--- src/rtl/pipe_hazard_ctrl_if.sv ---
// rtl/pipe_hazard_ctrl_if.sv - Decode/execute status in, pipeline hold/flush controls out
interface pipe_hazard_ctrl_if #(
  parameter int XLEN  = 32,
  parameter int CNT_W = 16
);
  logic [XLEN-1:0]  id_instr;
  logic [6:0]       ex_opcode;
  logic [4:0]       ex_rd_addr;
  logic             branch_taken;
  logic             mem_busy;
  logic             halt_req;
  logic             resume;
  logic             pc_hold;
  logic             id_hold;
  logic             id_bubble;
  logic             if_flush;
  logic             halted;
  logic [CNT_W-1:0] stall_cnt;

  modport master (
    output id_instr, ex_opcode, ex_rd_addr, branch_taken, mem_busy, halt_req, resume,
    input  pc_hold, id_hold, id_bubble, if_flush, halted, stall_cnt
  );

  modport slave (
    input  id_instr, ex_opcode, ex_rd_addr, branch_taken, mem_busy, halt_req, resume,
    output pc_hold, id_hold, id_bubble, if_flush, halted, stall_cnt
  );
endinterface

--- src/rtl/pipe_hazard_ctrl.sv ---
// rtl/pipe_hazard_ctrl.sv - Front-end sequencer: load-use stall, redirect flush, memory wait, debug halt
module pipe_hazard_ctrl #(
  parameter int XLEN      = 32,
  parameter int FETCH_LAT = 2,
  parameter int CNT_W     = 16
) (
  input logic               clk,
  input logic               rst,
  pipe_hazard_ctrl_if.slave hz
);
  localparam int FC_W = (FETCH_LAT > 1) ? $clog2(FETCH_LAT) : 1;

  localparam logic [6:0] OP_LOAD   = 7'b0000011;
  localparam logic [6:0] OP_IMM    = 7'b0010011;
  localparam logic [6:0] OP_REG    = 7'b0110011;
  localparam logic [6:0] OP_STORE  = 7'b0100011;
  localparam logic [6:0] OP_BRANCH = 7'b1100011;
  localparam logic [6:0] OP_JALR   = 7'b1100111;
  localparam logic [6:0] OP_SYSTEM = 7'b1110011;

  typedef enum logic [1:0] {RUN, FLUSH, MEM_WAIT, HALTED} state_t;

  state_t           state, state_n;
  logic [FC_W-1:0]  flush_cnt, flush_cnt_n;
  logic [CNT_W-1:0] stall_cnt;
  logic [XLEN-1:0]  instr;
  logic [6:0]       id_op;
  logic [4:0]       id_rs1, id_rs2;
  logic             rs1_used, rs2_used, load_use;
  logic             pc_hold_c, id_hold_c, id_bubble_c, if_flush_c;
  logic             unused_instr_bits;

  assign instr             = hz.id_instr;
  assign id_op             = instr[6:0];
  assign id_rs1            = instr[19:15];
  assign id_rs2            = instr[24:20];
  assign unused_instr_bits = ^{instr[XLEN-1:25], instr[13:7]};

  // CSR immediate forms (funct3[2]=1) carry a uimm in the rs1 field, not a register
  assign rs1_used = (id_op == OP_IMM) || (id_op == OP_REG) || (id_op == OP_LOAD) ||
                    (id_op == OP_STORE) || (id_op == OP_BRANCH) || (id_op == OP_JALR) ||
                    ((id_op == OP_SYSTEM) && !instr[14]);
  assign rs2_used = (id_op == OP_REG) || (id_op == OP_STORE) || (id_op == OP_BRANCH);

  assign load_use = (hz.ex_opcode == OP_LOAD) && (hz.ex_rd_addr != 5'd0) &&
                    ((rs1_used && (id_rs1 == hz.ex_rd_addr)) ||
                     (rs2_used && (id_rs2 == hz.ex_rd_addr)));

  always_ff @(posedge clk or posedge rst) begin
    if (rst) begin
      state     <= RUN;
      flush_cnt <= '0;
    end else begin
      state     <= state_n;
      flush_cnt <= flush_cnt_n;
    end
  end

  always_comb begin
    state_n     = state;
    flush_cnt_n = flush_cnt;
    pc_hold_c   = 1'b0;
    id_hold_c   = 1'b0;
    id_bubble_c = 1'b0;
    if_flush_c  = 1'b0;
    case (state)
      RUN: begin
        if (hz.branch_taken) begin
          if_flush_c  = 1'b1;
          id_bubble_c = 1'b1;
          if (FETCH_LAT > 1) begin
            state_n     = FLUSH;
            flush_cnt_n = FC_W'(FETCH_LAT - 1);
          end
        end else if (hz.mem_busy) begin
          pc_hold_c = 1'b1;
          id_hold_c = 1'b1;
          state_n   = MEM_WAIT;
        end else if (load_use) begin
          pc_hold_c   = 1'b1;
          id_bubble_c = 1'b1;
        end else if (hz.halt_req) begin
          pc_hold_c   = 1'b1;
          id_bubble_c = 1'b1;
          state_n     = HALTED;
        end
      end
      FLUSH: begin
        // Redirect costs FETCH_LAT flush cycles in total, including the RUN cycle that saw the branch
        if_flush_c  = 1'b1;
        id_bubble_c = 1'b1;
        if (flush_cnt <= FC_W'(1)) begin
          state_n     = RUN;
          flush_cnt_n = '0;
        end else begin
          flush_cnt_n = flush_cnt - FC_W'(1);
        end
      end
      MEM_WAIT: begin
        if (hz.mem_busy) begin
          pc_hold_c = 1'b1;
          id_hold_c = 1'b1;
        end else begin
          state_n = RUN;
        end
      end
      HALTED: begin
        pc_hold_c   = 1'b1;
        id_bubble_c = 1'b1;
        if (hz.resume) state_n = RUN;
      end
      default: state_n = RUN;
    endcase
  end

  assign hz.pc_hold   = pc_hold_c & ~rst;
  assign hz.id_hold   = id_hold_c & ~rst;
  assign hz.id_bubble = id_bubble_c & ~rst;
  assign hz.if_flush  = if_flush_c & ~rst;
  assign hz.halted    = (state == HALTED) & ~rst;
  assign hz.stall_cnt = stall_cnt;

  always_ff @(posedge clk or posedge rst) begin
    if (rst) begin
      stall_cnt <= '0;
    end else if (pc_hold_c && (stall_cnt != {CNT_W{1'b1}})) begin
      stall_cnt <= stall_cnt + CNT_W'(1);
    end
  end
endmodule

--- src/flat_wrapper.sv ---
// flat-port wrapper written by rule: the top's interface ports become plain ports
module pipe_hazard_ctrl_flat 
#(
  parameter int XLEN      = 32,
  parameter int FETCH_LAT = 2,
  parameter int CNT_W     = 16
)
  (clk, rst, hz_id_instr, hz_ex_opcode, hz_ex_rd_addr, hz_branch_taken, hz_mem_busy, hz_halt_req, hz_resume, hz_pc_hold, hz_id_hold, hz_id_bubble, hz_if_flush, hz_halted, hz_stall_cnt);
  pipe_hazard_ctrl_if #(.XLEN(XLEN), .CNT_W(CNT_W)) hz_i ();
  input logic clk;
  input logic rst;
  input wire logic [$bits(hz_i.id_instr)-1:0] hz_id_instr;
  input wire logic [$bits(hz_i.ex_opcode)-1:0] hz_ex_opcode;
  input wire logic [$bits(hz_i.ex_rd_addr)-1:0] hz_ex_rd_addr;
  input wire logic [$bits(hz_i.branch_taken)-1:0] hz_branch_taken;
  input wire logic [$bits(hz_i.mem_busy)-1:0] hz_mem_busy;
  input wire logic [$bits(hz_i.halt_req)-1:0] hz_halt_req;
  input wire logic [$bits(hz_i.resume)-1:0] hz_resume;
  output wire logic [$bits(hz_i.pc_hold)-1:0] hz_pc_hold;
  output wire logic [$bits(hz_i.id_hold)-1:0] hz_id_hold;
  output wire logic [$bits(hz_i.id_bubble)-1:0] hz_id_bubble;
  output wire logic [$bits(hz_i.if_flush)-1:0] hz_if_flush;
  output wire logic [$bits(hz_i.halted)-1:0] hz_halted;
  output wire logic [$bits(hz_i.stall_cnt)-1:0] hz_stall_cnt;
  assign hz_i.id_instr = hz_id_instr;
  assign hz_i.ex_opcode = hz_ex_opcode;
  assign hz_i.ex_rd_addr = hz_ex_rd_addr;
  assign hz_i.branch_taken = hz_branch_taken;
  assign hz_i.mem_busy = hz_mem_busy;
  assign hz_i.halt_req = hz_halt_req;
  assign hz_i.resume = hz_resume;
  assign hz_pc_hold = hz_i.pc_hold;
  assign hz_id_hold = hz_i.id_hold;
  assign hz_id_bubble = hz_i.id_bubble;
  assign hz_if_flush = hz_i.if_flush;
  assign hz_halted = hz_i.halted;
  assign hz_stall_cnt = hz_i.stall_cnt;
  pipe_hazard_ctrl #(.XLEN(XLEN), .FETCH_LAT(FETCH_LAT), .CNT_W(CNT_W)) u_core (.clk(clk), .rst(rst), .hz(hz_i));
endmodule
--- config.mk ---
export PLATFORM = sky130hd
export DESIGN_NAME = pipe_hazard_ctrl_flat
export DESIGN_NICKNAME = d
export VERILOG_FILES = /design/src/rtl/pipe_hazard_ctrl_if.sv /design/src/rtl/pipe_hazard_ctrl.sv /design/src/flat_wrapper.sv
export SDC_FILE = /design/constraint.sdc
export NUM_CORES = 1
export LEC_CHECK = 0
export ABC_AREA = 1
export CAP_MARGIN = 0
export CORE_MARGIN = 3
export CORE_UTILIZATION = 29
export CTS_CLUSTER_SIZE = 25
export DETAILED_ROUTE_END_ITERATION = 12
export HOLD_SLACK_MARGIN = 0.05
export SYNTH_ARGS = -nofsm -noshare
export SYNTH_HDL_FRONTEND = slang
export SYNTH_SLANG_ARGS = --single-unit
--- constraint.sdc ---
create_clock -name clk -period 4.75 [get_ports clk]
set_input_delay 0.95 -clock clk [delete_from_list [all_inputs] [get_ports clk]]
set_output_delay 0.95 -clock clk [all_outputs]
set_load 0.02 [all_outputs]
# Yosys cells after proc, flatten, opt, wreduce, memory -nomap -nowiden
# Cells that the tools add are included.
# word_totals
ff_bits	19
out_inout_bits	21
rom_bits	0
mem_bits_rw	0
mem_count	0
elab_cells	78
latchBits	0
# op_classes
shift	0
multipliers	0
magnitude_cmp	1
add_sub_neg	2
n_eq_ne	20
reduce_logical	22
muxes	24
n_div	0
n_bitwise	6
# op_table
cell	count
equality test 7 bit (second input constant)	3
adder 16 x 1 -> 16 bit (second input constant)	1
inequality test 16 bit (second input constant)	1
equality test 7 x 2 -> 1 bit (second input constant)	2
equality test 7 x 6 -> 1 bit (second input constant)	2
2-to-1 mux 2 bit	7
2-to-1 mux 1 bit	11
equality test 5 bit	2
logical OR 1 bit	9
inequality test 4 bit (second input constant)	2
case mux 1 bit (2 select lines)	4
case mux 2 bit (4 select lines)	1
equality test 7 x 5 -> 1 bit (second input constant)	1
logical AND 1 bit	6
inequality test 2 bit (second input constant)	3
bitwise AND 1 bit	5
AND reduction 5 bit	1
nonzero test 5 bit	1
equality test 2 bit (second input constant)	2
case mux 1 bit (3 select lines)	1
equality test 2 x 1 -> 1 bit (second input constant)	1
zero test 2 bit	1
inequality test 2 x 1 -> 1 bit (second input constant)	1
AND reduction 2 bit	1
6 further kinds	6

# Depth between registers and ports, before layout
# depth
ltp_word	15
ltp_mapped	15
mapped_depth_nobuf	14

# Least setup slack after synthesis
# OpenSTA, ideal clock, no wires.
# synth_path
path_kind	input -> output
from	input port hz_id_instr[1]
to	output port hz_id_bubble
stages	10
path_buffers	0
required_ps	3800
arrival_time_ps	2074
slack_ps	1726
cell_sequence	nand2_1 > nor2_2 > nand2_1 > nor2_1 > nand2_1 > nand2_1 > nand2_2 > nand2_1 > nand2_1 > a211oi_1
# synth_between
elab_chain_len	15
word_cells_on_any_way	25
classes_between	7 x eq/ne; 4 x mux; 1 x bitwise; 13 x reduce/logical
# synth_rtl
item	line	text
start: declaration	flat_wrapper.sv:12	input wire logic [$bits(hz_i.id_instr)-1:0] hz_id_instr;
equality test 7 x 5 -> 1 bit or equality test 7 x 6 -> 1 bit (tied branches)	pipe_hazard_ctrl.sv:40, pipe_hazard_ctrl.sv:43	
logical OR 1 bit (3 in a row)	pipe_hazard_ctrl.sv:40	assign rs1_used = (id_op == OP_IMM) || (id_op == OP_REG) || (id_op == OP_LOAD) ||
logical OR 1 bit (3 in a row)	pipe_hazard_ctrl.sv:41	(id_op == OP_STORE) || (id_op == OP_BRANCH) || (id_op == OP_JALR) ||
logical AND 1 bit	pipe_hazard_ctrl.sv:46	((rs1_used && (id_rs1 == hz.ex_rd_addr)) ||
logical OR 1 bit (*)	pipe_hazard_ctrl.sv:46	
logical AND 1 bit (*)	pipe_hazard_ctrl.sv:45	assign load_use = (hz.ex_opcode == OP_LOAD) && (hz.ex_rd_addr != 5'd0) &&
2-to-1 mux 1 bit (*)	pipe_hazard_ctrl.sv:79	end else if (load_use) begin
2-to-1 mux 1 bit (*)	pipe_hazard_ctrl.sv:75	end else if (hz.mem_busy) begin
2-to-1 mux 1 bit (*)	pipe_hazard_ctrl.sv:68	if (hz.branch_taken) begin
case mux 1 bit (2 select lines) (*)	pipe_hazard_ctrl.sv:66	case (state)
bitwise AND 1 bit (*)	pipe_hazard_ctrl.sv:118	assign hz.id_bubble = id_bubble_c & ~rst;
end: declaration	flat_wrapper.sv:21	output wire logic [$bits(hz_i.id_bubble)-1:0] hz_id_bubble;
# Every way passes the cells marked *; elsewhere a longest branch is shown, timed or not.

# Worst setup path in the final report
# layout_path
from	input port hz_ex_rd_addr[4]
to	output port hz_id_bubble
# layout_between
elab_chain_len	9
word_cells_on_any_way	13
classes_between	2 x eq/ne; 4 x mux; 1 x bitwise; 6 x reduce/logical
# layout_rtl
item	line	text
start: declaration	flat_wrapper.sv:14	input wire logic [$bits(hz_i.ex_rd_addr)-1:0] hz_ex_rd_addr;
equality test 5 bit (on tied branches)	pipe_hazard_ctrl.sv:46, pipe_hazard_ctrl.sv:47	
logical AND 1 bit (on tied branches)	pipe_hazard_ctrl.sv:46, pipe_hazard_ctrl.sv:47	
logical OR 1 bit	pipe_hazard_ctrl.sv:46	
logical AND 1 bit (*)	pipe_hazard_ctrl.sv:45	
2-to-1 mux 1 bit (*)	pipe_hazard_ctrl.sv:79	
2-to-1 mux 1 bit (*)	pipe_hazard_ctrl.sv:75	
2-to-1 mux 1 bit (*)	pipe_hazard_ctrl.sv:68	
case mux 1 bit (2 select lines) (*)	pipe_hazard_ctrl.sv:66	
bitwise AND 1 bit (*)	pipe_hazard_ctrl.sv:118	
# Marks and branches as above.

==> results_dict.tcl <==
set metrics [dict create \
    status "finished clean" \
    holdCritPathClass "flop to flop" \
    synth_area_leaders "dfrtp_1 (31%), nand2_1 (18%), nand3_1 (9.3%), xnor2_1 (8.4%), nor2_1 (4.9%)" \
    worstMarginPinSlew_ns 0.703 \
    finClkSkew_ns 0.00420 \
    multi_input_area_um2 907 \
    yosysWarnings 0 \
    drt_wl_total_um 3720 \
    cts-resized-gates 0 \
    grt_pass1_wl_um 6500 \
    die_w_um 76.9 \
    fin_util 0.445 \
    slowest_delay_ns 0.64 \
    tns_ns 0 \
    syn_inst 212 \
    syn_area_um2 1460 \
    worstSetupStartpointType "input pin" \
    place_inst 332 \
    wl_per_cell_um 11.1 \
    nets 321 \
    grt.overflow.total 0 \
    place.gp.congestion 0.803 \
    p_per_area_nw_per_um2 302 \
    arrival_ns 2.96 \
    clock_sinks 18 \
    finalHoldViolations 0 \
    vdd_drop_max_uv 275 \
    cts_buffers 3 \
    grt_pass1_vias 1412 \
    synth-seq-cells 18 \
    drv_cap 0 \
    cts-root-buf "clkbuf_8" \
    port_buffers 56 \
    io_pins 71 \
    slew_headroom 0.531 \
    worstReg2RegStart "u_core.hz.stall_cnt[0]$_DFFE_PP0P_" \
    slew_violations 0 \
    syn_nets 263 \
    diodes 0 \
    crit_path_top_delay_cell "clkdlybuf4s50_1" \
    cts_buffer_depth 2 \
    initialDrtViolationCount 45 \
    die-area_um2 5910 \
    postCtsSetupRepairBufs 0 \
    min_to "u_core.hz.stall_cnt[6]$_DFFE_PP0P_" \
    area_growth_syn_to_layout_pct 46.4 \
    min_period_ns 3.91 \
    track_usage 0.130 \
    leakage_nw 0.988 \
    fmax_ghz 0.256 \
    setup_viol_count_final 0 \
    critPathKind "input pin to primary output" \
    path_cells "clkdlybuf4s50_1, xnor2_1, nand2_1, nor2_1, nand2_1, nand2_1, nand2_2, nand2_1, nand2_1, a211oi_1, clkdlybuf4s50_1" \
    h-tree-depth 1 \
    initial_core_util 0.304 \
    antenna_found_initial 0 \
    ys_seq_area_frac 0.309 \
    min-delay-start "u_core.hz.stall_cnt[6]$_DFFE_PP0P_" \
    vias 1487 \
    rsz0062_at_grt "false" \
    fillers 497 \
    drc 0 \
    die_y_um 76.9 \
    fin_cells 336 \
    critPathMaxFanout 3 \
    drtAntennaViolNets 0 \
    cts_tree "done" \
    hpwl_um 2990 \
    yosysTopAreaCell "dfrtp_1" \
    clock_latency_ns 0.26 \
    r2r_slack_ns 2.76 \
    first_pass_iters 4 \
    path_clk_slew_ns 0.07 \
    reg2reg_depth 9 \
    synth.avg_cell_area_um2 6.87 \
    yosysTopAreaCellShare 0.309 \
    ys_types 27 \
    cts_hold_buffers 0 \
    drive_gt1_frac 0.0743 \
    holdPathStages 2 \
    cp-end-kind "primary output" \
    post-route-period-util 0.822 \
    viasPerCell 4.43 \
    seqCellArea_um2 450 \
    crit_top_cell "nand2_1" \
    fp-row-count 25 \
    core_area_um2 4790 \
    grt_max_degree 19 \
    reg2reg_to "u_core.hz.stall_cnt[11]$_DFFE_PP0P_" \
    cp.required_ns 3.80 \
]
## registers in the layout (all words and copies together), names as in the netlist
signal and flops:
u_core.hz.stall_cnt 16, u_core.state 2
## Yosys cell counts
cell and instances:
dfrtp_1 18, nor2_1 19, o21a_1 1, nand4_1 3, buf_2 1, nand2_4 2, nand2_1 71, o21ai_0 1
buf_4 1, inv_2 3, or2_2 1, o21ai_1 1, nand4_4 1, nor3_1 7, nor2_2 2, xor2_1 8
buf_6 1, a21oi_1 4, ha_1 1, nor3_4 1, a211oi_1 1, xnor2_1 14, nor4_2 1, inv_1 17
nand3_1 27, nand2_2 3, nand3_2 2
## critical path: cells and delay by family
| family | cells | cell delay (ns) |
|---|---|---|
| xor+xnor | 1 | 0.14 |
| buf+inv | 2 | 1.19 |
| simple gates | 7 | 0.48 |
| compound gates | 1 | 0.19 |
## worst max-delay path by stage
| stage | start | end | slack, ns | cells after the start |
|---|---|---|---|---|
| 6_report | hz_ex_rd_addr[4] | hz_id_bubble | 0.84 | 11 |
| 5_1_grt | hz_ex_rd_addr[0] | hz_id_bubble | 0.64 | 11 |
| 4_1_cts | hz_ex_rd_addr[2] | hz_id_bubble | 0.83 | 11 |
| 3_5_place_dp | hz_ex_rd_addr[2] | hz_id_bubble | 0.83 | 11 |
| 3_3_place_gp | hz_ex_rd_addr[2] | hz_id_bubble | 0.83 | 11 |
| 2_1_floorplan | hz_id_instr[1] | hz_id_bubble | 1.73 | 10 |
## metal layers
metal,vias up,global-route usage,part of all wire
met5,-,0,0
met4,0,0.0217,0.0056
met3,2,0.0235,0.044
met2,35,0.213,0.46
met1,661,0.181,0.49
li1,789,-,-
## power by group
part,switching [mW],leakage [nW],total (mW),internal [mW]
logic,0.165,0.716,0.295,0.130
clock network,0.0535,0.0288,0.127,0.0737
registers,0.0421,0.243,0.222,0.179
total,0.261,0.988,0.644,0.383
## layout make-up
type | count | share of cell area
well taps | 67 | 0.0393
repair buffers | 56 | 0.263
inverters | 20 | 0.0352
flip-flops and latches | 18 | 0.211
clock buffers | 4 | 0.0258
multi-input cells | 171 | 0.425
## cells in the final DEF, fill, tap and decap left out
cell / instances
nand4_1: 3
nor4_2: 1
xor2_1: 8
nand4_4: 1
nor3_1: 7
nor3_4: 1
a21oi_1: 4
nand3_2: 2
o21ai_1: 1
or2_2: 1
o21a_1: 1
nor2_2: 2
o21ai_0: 1
nand2_4: 2
ha_1: 1
clkdlybuf4s50_1: 56
inv_2: 3
xnor2_1: 14
nand3_1: 27
nand2_2: 3
nand2_1: 71
nor2_1: 19
clkbuf_8: 4
inv_1: 17
dfrtp_1: 18
a211oi_1: 1
## cell families after synthesis
family / Yosys count / synth area share
compound gates: 8 / 0.0309
buf+inv: 23 / 0.0679
fa+ha+maj: 1 / 0.00859
flops: 18 / 0.309
xor+xnor: 22 / 0.132
simple gates: 140 / 0.451
## metrics by stage
stage          cell area [µm²]  worst slack (ns)  power, mW  hold slack [ns]
3_5_place_dp              2080             0.834      0.520            0.533
6_report                  2130             0.844      0.644            0.543
2_1_floorplan             1460              1.73      0.407            0.589
4_1_cts                   2130             0.832      0.652            0.550
3_3_place_gp              2080             0.831      0.516            0.534
5_1_grt                   2130             0.635      0.698            0.594
No activity file was read; power rests on OpenSTA's default activity.
